File: config.mk
export PLATFORM = sky130hd
export DESIGN_NAME = dmem_arbiter
export DESIGN_NICKNAME = d
export VERILOG_FILES = /design/src/rtl/dmem_arb_pkg.sv /design/src/rtl/dmem_arb_burst_cnt.sv /design/src/rtl/dmem_arbiter.sv
export SDC_FILE = /design/constraint.sdc
export NUM_CORES = 1
export LEC_CHECK = 0
export CORE_AREA = 2 2 117 119
export CTS_CLUSTER_DIAMETER = 80
export DETAILED_ROUTE_END_ITERATION = 8
export DIE_AREA = 0 0 119 121
export PLACE_DENSITY = 0.67
export SYNTH_ARGS = -nofsm -noshare
export SYNTH_HDL_FRONTEND = slang
export SYNTH_HIERARCHICAL = 1
export SYNTH_SLANG_ARGS = --single-unit
File: constraint.sdc
create_clock -name clk -period 4.75 [get_ports clk]
set_input_delay 1.1875 -clock clk [delete_from_list [all_inputs] [get_ports clk]]
set_output_delay 1.1875 -clock clk [all_outputs]
set_load 0.05 [all_outputs]
File: src/rtl/dmem_arb_pkg.sv
// Shared types and constants for the two-port data-memory arbiter.
package dmem_arb_pkg;

    typedef enum logic [1:0] {
        IDLE = 2'd0,
        OWN0 = 2'd1,
        OWN1 = 2'd2
    } arb_state_e;

    localparam int unsigned PORT_CPU = 0;
    localparam int unsigned PORT_LDR = 1;

    // Wide enough for the largest legal burst limit (15).
    localparam int unsigned CNT_W = 4;

endpackage

File: src/rtl/dmem_arb_burst_cnt.sv
// Saturating beat counter for the current memory owner.
// Flags the cycle in which the owner is on its last allowed beat.
module dmem_arb_burst_cnt
    import dmem_arb_pkg::*;
#(
    parameter int unsigned MAX_BURST = 4
) (
    input  logic clk,
    input  logic rst_n,
    input  logic clr,
    input  logic inc,
    output logic at_limit
);

    localparam logic [CNT_W-1:0] MaxCnt  = CNT_W'(MAX_BURST);
    localparam logic [CNT_W-1:0] LastCnt = CNT_W'(MAX_BURST - 1);

    logic [CNT_W-1:0] cnt_q, cnt_d;

    always_comb begin
        cnt_d = cnt_q;
        if (clr) begin
            cnt_d = '0;
        end else if (inc && (cnt_q != MaxCnt)) begin
            cnt_d = cnt_q + 1'b1;
        end
    end

    always_ff @(posedge clk or negedge rst_n) begin
        if (!rst_n) begin
            cnt_q <= '0;
        end else begin
            cnt_q <= cnt_d;
        end
    end

    // Counts completed beats, so the beat in flight is the last one once this is reached.
    assign at_limit = (cnt_q >= LastCnt);

endmodule

File: src/rtl/dmem_arbiter.sv
// Two-port (CPU / loader) arbiter in front of a single-ported data memory.
// Define ARB_ROUND_ROBIN_EN for round-robin tie breaking; default is fixed priority to port 0.
module dmem_arbiter
    import dmem_arb_pkg::*;
#(
    parameter int unsigned ADDR_W    = 32,
    parameter int unsigned DATA_W    = 32,
    parameter int unsigned MAX_BURST = 4
) (
    input  logic              clk,
    input  logic              rst_n,
    input  logic              req0,
    input  logic              we0,
    input  logic [ADDR_W-1:0] addr0,
    input  logic [DATA_W-1:0] wdata0,
    input  logic              req1,
    input  logic              we1,
    input  logic [ADDR_W-1:0] addr1,
    input  logic [DATA_W-1:0] wdata1,
    output logic              gnt0,
    output logic              gnt1,
    output logic              rvalid0,
    output logic              rvalid1,
    output logic [DATA_W-1:0] rdata0,
    output logic [DATA_W-1:0] rdata1,
    output logic              stall0,
    output logic              mem_we,
    output logic [ADDR_W-1:0] mem_addr,
    output logic [DATA_W-1:0] mem_wd,
    input  logic [DATA_W-1:0] mem_rd
);

    arb_state_e state_q, state_d;

    logic [1:0]        req_v;
    logic [1:0]        gnt_v;
    logic [1:0]        beat_v;
    logic              at_limit;
    logic              tie_to_ldr;
    logic              rvalid0_q, rvalid1_q;
    logic [DATA_W-1:0] rdata0_q, rdata1_q;

    assign req_v = {req1, req0};
    assign gnt_v[PORT_CPU] = (state_q == OWN0);
    assign gnt_v[PORT_LDR] = (state_q == OWN1);
    assign beat_v = gnt_v & req_v;

`ifdef ARB_ROUND_ROBIN_EN
    // Most recent winner; resets to the loader so the CPU wins the first tie.
    logic last_q;

    always_ff @(posedge clk or negedge rst_n) begin
        if (!rst_n) begin
            last_q <= 1'b1;
        end else if (state_d != IDLE) begin
            last_q <= (state_d == OWN1);
        end
    end

    assign tie_to_ldr = ~last_q;
`else
    assign tie_to_ldr = 1'b0;
`endif

    always_comb begin
        state_d = state_q;
        unique case (state_q)
            IDLE: begin
                if (req_v[PORT_CPU] && req_v[PORT_LDR]) begin
                    state_d = tie_to_ldr ? OWN1 : OWN0;
                end else if (req_v[PORT_CPU]) begin
                    state_d = OWN0;
                end else if (req_v[PORT_LDR]) begin
                    state_d = OWN1;
                end
            end
            OWN0: begin
                if (!req_v[PORT_CPU]) begin
                    state_d = req_v[PORT_LDR] ? OWN1 : IDLE;
                end else if (req_v[PORT_LDR] && at_limit) begin
                    state_d = OWN1;
                end
            end
            OWN1: begin
                if (!req_v[PORT_LDR]) begin
                    state_d = req_v[PORT_CPU] ? OWN0 : IDLE;
                end else if (req_v[PORT_CPU] && at_limit) begin
                    state_d = OWN0;
                end
            end
            default: state_d = IDLE;
        endcase
    end

    always_ff @(posedge clk or negedge rst_n) begin
        if (!rst_n) begin
            state_q <= IDLE;
        end else begin
            state_q <= state_d;
        end
    end

    dmem_arb_burst_cnt #(
        .MAX_BURST (MAX_BURST)
    ) u_burst_cnt (
        .clk      (clk),
        .rst_n    (rst_n),
        .clr      (state_d != state_q),
        .inc      (|beat_v),
        .at_limit (at_limit)
    );

    always_ff @(posedge clk or negedge rst_n) begin
        if (!rst_n) begin
            rvalid0_q <= 1'b0;
            rvalid1_q <= 1'b0;
            rdata0_q  <= '0;
            rdata1_q  <= '0;
        end else begin
            rvalid0_q <= beat_v[PORT_CPU] & ~we0;
            rvalid1_q <= beat_v[PORT_LDR] & ~we1;
            if (beat_v[PORT_CPU] && !we0) begin
                rdata0_q <= mem_rd;
            end
            if (beat_v[PORT_LDR] && !we1) begin
                rdata1_q <= mem_rd;
            end
        end
    end

    assign gnt0     = gnt_v[PORT_CPU];
    assign gnt1     = gnt_v[PORT_LDR];
    assign rvalid0  = rvalid0_q;
    assign rvalid1  = rvalid1_q;
    assign rdata0   = rdata0_q;
    assign rdata1   = rdata1_q;
    assign stall0   = req0 & ~gnt_v[PORT_CPU];
    assign mem_we   = (beat_v[PORT_CPU] & we0) | (beat_v[PORT_LDR] & we1);
    assign mem_addr = gnt_v[PORT_LDR] ? addr1 : addr0;
    assign mem_wd   = gnt_v[PORT_LDR] ? wdata1 : wdata0;

endmodule
Word-level counts from Yosys, hierarchy flattened

Index checks and enable logic that the tools add are counted.

Word-level logic and storage cells: 47
Register bits after elaboration: 72

Order comparisons: 1
Eq/ne operators: 4
Bitwise operators: 10
Add/sub/neg operators: 1
Mux-type cells: 14
Reductions and logical operators: 11

Operators by type and width:

| operator            | number |
|---|---|
| $mux 32             | 2 |
| $mux 2              | 8 |
| $mux 4              | 2 |
| $logic_and 1x1->1   | 6 |
| $pmux 2 s3          | 1 |
| $and 1x1->1         | 5 |
| $add 4x1->4 const B | 1 |
| $ge 4x2->1 const B  | 1 |
| $ne 4x3->1 const B  | 1 |
| $not 1->1           | 3 |
| $and 2x2->2         | 1 |
| $eq 2x1->1 const B  | 1 |
| $eq 2x2->1 const B  | 1 |
| $logic_not 1->1     | 2 |
| $logic_not 2->1     | 1 |
| $ne 2x2->1          | 1 |
| $reduce_bool 2->1   | 1 |
| $reduce_or 2->1     | 1 |
| $mux 1              | 1 |
| $or 1x1->1          | 1 |

Longest topological paths before layout

Word-level depth: 7
Gate-level depth with buffers: 7
Mapped depth without buffers: 7

By module

The synthesis kept the hierarchy.

Modules (own cells, without submodules):

| module             | sequential area each (um^2) | cells each | instances | area an instance (um^2) |
|---|---|---|---|---|
| dmem_arbiter       | 1701.6                      | 238        | 1         | 3418.3 |
| dmem_arb_burst_cnt | 100.1                       | 25         | 1         | 242.7 |

Worst setup path before layout

Ideal clock, no wire load.

Path type: input to output
Start: input port req0
End: output port mem_we
Stages on the path: 3
Path slack: 0.972 ns
Path buffers: 1
Arrival: 2.590 ns
Cell sequence: clkbuf_1 nand3_1 o21ai_0

Cells in the longest elaborated chain, start to end: 3

Ends and longest elaborated chain:

| element         | line                | RTL |
|---|---|---|
| start, declared | dmem_arbiter.sv:12  | `input logic req0,` |
| $and 2x2->2     | dmem_arbiter.sv:46  | `assign beat_v = gnt_v & req_v;` |
| $and 1x1->1     | dmem_arbiter.sv:138 | `assign mem_we = (beat_v[PORT_CPU] & we0) \| (beat_v[PORT_LDR] & we1);` |
| $or 1x1->1      | dmem_arbiter.sv:138 |  |
| end, declared   | dmem_arbiter.sv:27  | `output logic mem_we,` |

No other way between the ends.

Worst setup path after layout

Same ends and word-level chain as after synthesis.

==> flow_results.xml <==
<?xml version="1.0" encoding="UTF-8"?>
<metrics>
  <group name="global_route">
    <metric name="grt_start_max_net_pins" unit="">67</metric>
    <metric name="grt_pass1_vias" unit="">3487</metric>
    <metric name="global_route_wire_length_before_repair" unit="mm">19.9</metric>
    <metric name="grt.overflow.total" unit="">0</metric>
    <metric name="initial_antenna_violation_count" unit="">2</metric>
    <metric name="grt_use_total" unit="%">18.1</metric>
  </group>
  <group name="worst_setup_path">
    <metric name="setup.worst_path.start_class" unit="">input port</metric>
    <metric name="timing.critical_path.arrival" unit="ns">2.92</metric>
    <metric name="regToRegSetupSlack" unit="ns">2.47</metric>
    <metric name="worst-endpoint-required" unit="ns">3.56</metric>
    <metric name="worst-setup-path-type" unit="">in2out</metric>
    <metric name="timing.critical_path.from" unit="">req0</metric>
    <metric name="worstPathMaxFanout" unit="">9</metric>
    <metric name="r2r_cells" unit="">5</metric>
    <metric name="worst_r2r_endpoint" unit="">rdata1[9]$_DFFE_PN0P_</metric>
    <metric name="crit_end" unit="">mem_we</metric>
    <metric name="cp-end-kind" unit="">output port</metric>
    <metric name="crit-reg2reg-launch" unit="">state_q[1]$_DFF_PN0_</metric>
  </group>
  <group name="yosys">
    <metric name="complex_gate_fraction_of_the_synthesized_area" unit="%">2.39</metric>
    <metric name="dominant_combinational_cell_family_by_area_after_synthesis" unit="">multiplexers</metric>
    <metric name="synthesis.area_per_instance" unit="um2">13.9</metric>
    <metric name="syn-cell-area" unit="um2">3660</metric>
    <metric name="syn-num-nets" unit="">431</metric>
    <metric name="syn-instance-count" unit="">263</metric>
    <metric name="synth.ff_latch_count" unit="">72</metric>
    <metric name="post_synth_and_or_nand_nor_area_fraction" unit="%">4.03</metric>
    <metric name="yosysWarningCount" unit="">6</metric>
    <metric name="mux_contribution_to_synthesized_area" unit="%">40.0</metric>
    <metric name="netlist-cell-type-count" unit="">29</metric>
    <metric name="synth_adder_area_share" unit="%">0.684</metric>
    <metric name="synthXorXnorAreaFrac" unit="%">0</metric>
    <metric name="synth_seq_area_share" unit="%">49.2</metric>
  </group>
  <group name="detailed_routing">
    <metric name="dr.first_iter.drc_count" unit="">127</metric>
    <metric name="ant_nets" unit="">0</metric>
    <metric name="finalWirelength" unit="mm">13.3</metric>
    <metric name="detail_route.wl_per_cell" unit="um">17.9</metric>
    <metric name="drt-vias-per-instance" unit="">4.43</metric>
    <metric name="vias" unit="">3288</metric>
    <metric name="drc" unit="">0</metric>
    <metric name="drt_first_pass_iters" unit="">4</metric>
  </group>
  <group name="clock_network">
    <metric name="ctsLongestPathBuffers" unit="">2</metric>
    <metric name="clock_sink_count" unit="">72</metric>
    <metric name="post_cts_buffers" unit="">0</metric>
    <metric name="clk_transition_reported_paths" unit="ns">0.05</metric>
    <metric name="cts_max_level" unit="">3</metric>
    <metric name="post_cts.resized_instances" unit="">0</metric>
    <metric name="clock_buffer_count_from_cts" unit="">9</metric>
    <metric name="cts_hold_repair.buffers" unit="">0</metric>
    <metric name="clk-insertion-delay-late" unit="ns">0.32</metric>
    <metric name="ctsRootBufferMaster" unit="">clkbuf_16</metric>
    <metric name="clock_tree_from_tritoncts" unit="">built</metric>
  </group>
  <group name="sta">
    <metric name="max_freq" unit="MHz">243</metric>
    <metric name="slew_headroom" unit="%">50.1</metric>
    <metric name="timing.final.crit_period" unit="ns">4.11</metric>
    <metric name="grt_setup_unrepaired" unit="">false</metric>
    <metric name="fin_crit_sh" unit="%">86.5</metric>
    <metric name="timing.final.max_slew_violations" unit="">0</metric>
    <metric name="clock_tree_skew_after_final_layout" unit="ns">0.00205</metric>
    <metric name="setup_viol_count_final" unit="">0</metric>
    <metric name="final.hold.worst_slack" unit="ns">0.502</metric>
    <metric name="timing_worst_slew_pin_value" unit="ns">0.749</metric>
    <metric name="final-hold-violation-count" unit="">0</metric>
    <metric name="final.setup.tns" unit="ns">0</metric>
  </group>
  <group name="power">
    <metric name="irDropWorstVdd" unit="mV">0.191</metric>
    <metric name="p_leak" unit="nW">2.81</metric>
    <metric name="power_density" unit="nW/um2">446</metric>
  </group>
  <group name="die">
    <metric name="core_region_area" unit="um2">13100</metric>
    <metric name="chipHeight" unit="um">121</metric>
    <metric name="total_die_area" unit="um2">14400</metric>
    <metric name="dieWidth" unit="um">119</metric>
    <metric name="start_util" unit="%">28.0</metric>
    <metric name="design.portCount" unit="">300</metric>
    <metric name="core.rowCount" unit="">42</metric>
  </group>
  <group name="worst_hold_path">
    <metric name="min_path_type" unit="">reg2reg</metric>
  </group>
  <group name="placement">
    <metric name="numPortBuffers" unit="">299</metric>
    <metric name="replace_congestion" unit="">0.818</metric>
    <metric name="dp.final_hpwl" unit="mm">10.8</metric>
  </group>
  <group name="status">
    <metric name="outcome" unit="">completed</metric>
  </group>
  <group name="final_layout">
    <metric name="layout-drive-gt1-share" unit="%">27.1</metric>
    <metric name="final_net_count" unit="">729</metric>
    <metric name="layout-area-overhead-vs-synth" unit="%">94.4</metric>
  </group>
  <group name="run">
    <metric name="cap_viol_max_count" unit="">0</metric>
  </group>
</metrics>
-- placed cells by master (no fill, tap or decap), types with 2 or more instances in the layout --
cell	synthesis	layout
clkbuf_16	0	9
inv_1	5	5
nand2b_1	3	3
mux2_2	128	128
nand2_1	5	5
nand4_1	2	2
clkdlybuf4s50_1	0	298
dfrtp_1	72	72
o21ai_0	4	4
ha_1	2	2
buf_4	1	3
bufinv_16	0	2
a21oi_1	5	5
a211oi_1	2	2
clkinv_2	0	2
nor2_1	2	2
nor3_1	2	2
diode_2	0	2
nand3_1	2	2
-- metal layers --
layer	vias to the layer above	GRT usage, %	share of wire (%)
met1	1566	21.3	39
met3	10	6.67	8.9
li1	1548	-	-
met4	0	5.51	1.3
met5	-	0	0
met2	164	30.6	51
-- layout make-up --
cell class	instances	area, um2
antenna	2	5.00
clock buffer	10	239
clock inverter	4	70.1
fill	1117	5970
inverter	5	18.8
multi-input combinational	170	1730
sequential	72	1800
tap	176	220
timing repair buffer	303	3030
-- cells by family (layout without fill, tap and decap cells) --
logic type | after synthesis | after routing
fa+ha+maj | 2 | 2
other cells | 0 | 2
flops | 72 | 72
compound gates | 14 | 14
buf+inv | 21 | 322
simple gates | 24 | 24
mux | 130 | 130
-- worst max-delay path, stage by stage --
cell and delay, ns:
clkdlybuf4s50_1 0.63, nand3_1 0.11, o21ai_0 0.16, clkdlybuf4s50_1 0.84
-- worst min-delay path by stage --
stage	start	end	slack, ns	cells past startpoint
floorplan	u_burst_cnt/cnt_q[3]$_DFFE_PN0P_	u_burst_cnt/cnt_q[3]$_DFFE_PN0P_	0.54	2
CTS	rdata0[5]$_DFFE_PN0P_	rdata0[5]$_DFFE_PN0P_	0.51	1
finish	rdata0[21]$_DFFE_PN0P_	rdata0[21]$_DFFE_PN0P_	0.50	1
detailed placement	rdata0[5]$_DFFE_PN0P_	rdata0[5]$_DFFE_PN0P_	0.49	1
global placement	rdata0[5]$_DFFE_PN0P_	rdata0[5]$_DFFE_PN0P_	0.47	1
global route	rdata1[26]$_DFFE_PN0P_	rdata1[26]$_DFFE_PN0P_	0.51	1
-- power breakdown --
| group | internal (W) | switching (W) | total (W) |
|---|---|---|---|
| Clock | 0.000466 | 0.000230 | 0.000696 |
| Combinational | 0.000636 | 0.000987 | 0.00162 |
| Sequential | 0.000774 | 0.0000824 | 0.000856 |
| Total | 0.00188 | 0.00130 | 0.00318 |
-- sequential cells by signal (all words and copies together) (netlist names) --
name and cells:
rdata0 32, rvalid0 1, u_burst_cnt/cnt_q 4, rdata1 32
state_q 2, rvalid1 1
-- cell usage after synthesis --
cell type	count	share of area, %
a211oi_1	2	0.41
a21boi_2	1	0.31
a21oi_1	5	0.68
a31o_2	1	0.24
and2b_1	1	0.21
and3b_1	1	0.24
buf_2	7	0.96
buf_4	1	0.21
buf_6	6	1.8
clkbuf_1	2	0.21
dfrtp_1	72	49
ha_1	2	0.68
inv_1	5	0.51
mux2_1	1	0.31
mux2_2	128	39
mux2i_1	1	0.27
nand2_1	5	0.51
nand2b_1	3	0.51
nand3_1	2	0.27
nand4_1	2	0.34
nor2_1	2	0.21
nor2b_1	2	0.34
nor2b_2	1	0.24
nor3_1	2	0.27
nor3b_4	1	0.51
o21a_1	1	0.21
o21ai_0	4	0.55
or3_1	1	0.17
or3_2	1	0.21
-- metrics by stage --
stage / util (%) / setup slack (ns) / instance area, um2 / total power, W / instances
3_5_place_dp: 52.0 / 0.630 / 6800 / 0.00250 / 726
2_1_floorplan: - / 0.972 / 3660 / 0.00186 / 263
5_1_grt: 54.3 / 0.522 / 7110 / 0.00331 / 740
6_report: 54.4 / 0.640 / 7120 / 0.00318 / 742
4_1_cts: 54.3 / 0.626 / 7110 / 0.00321 / 740
3_3_place_gp: 52.0 / 0.659 / 6800 / 0.00248 / 726
Power figures use the tool's default switching activity.
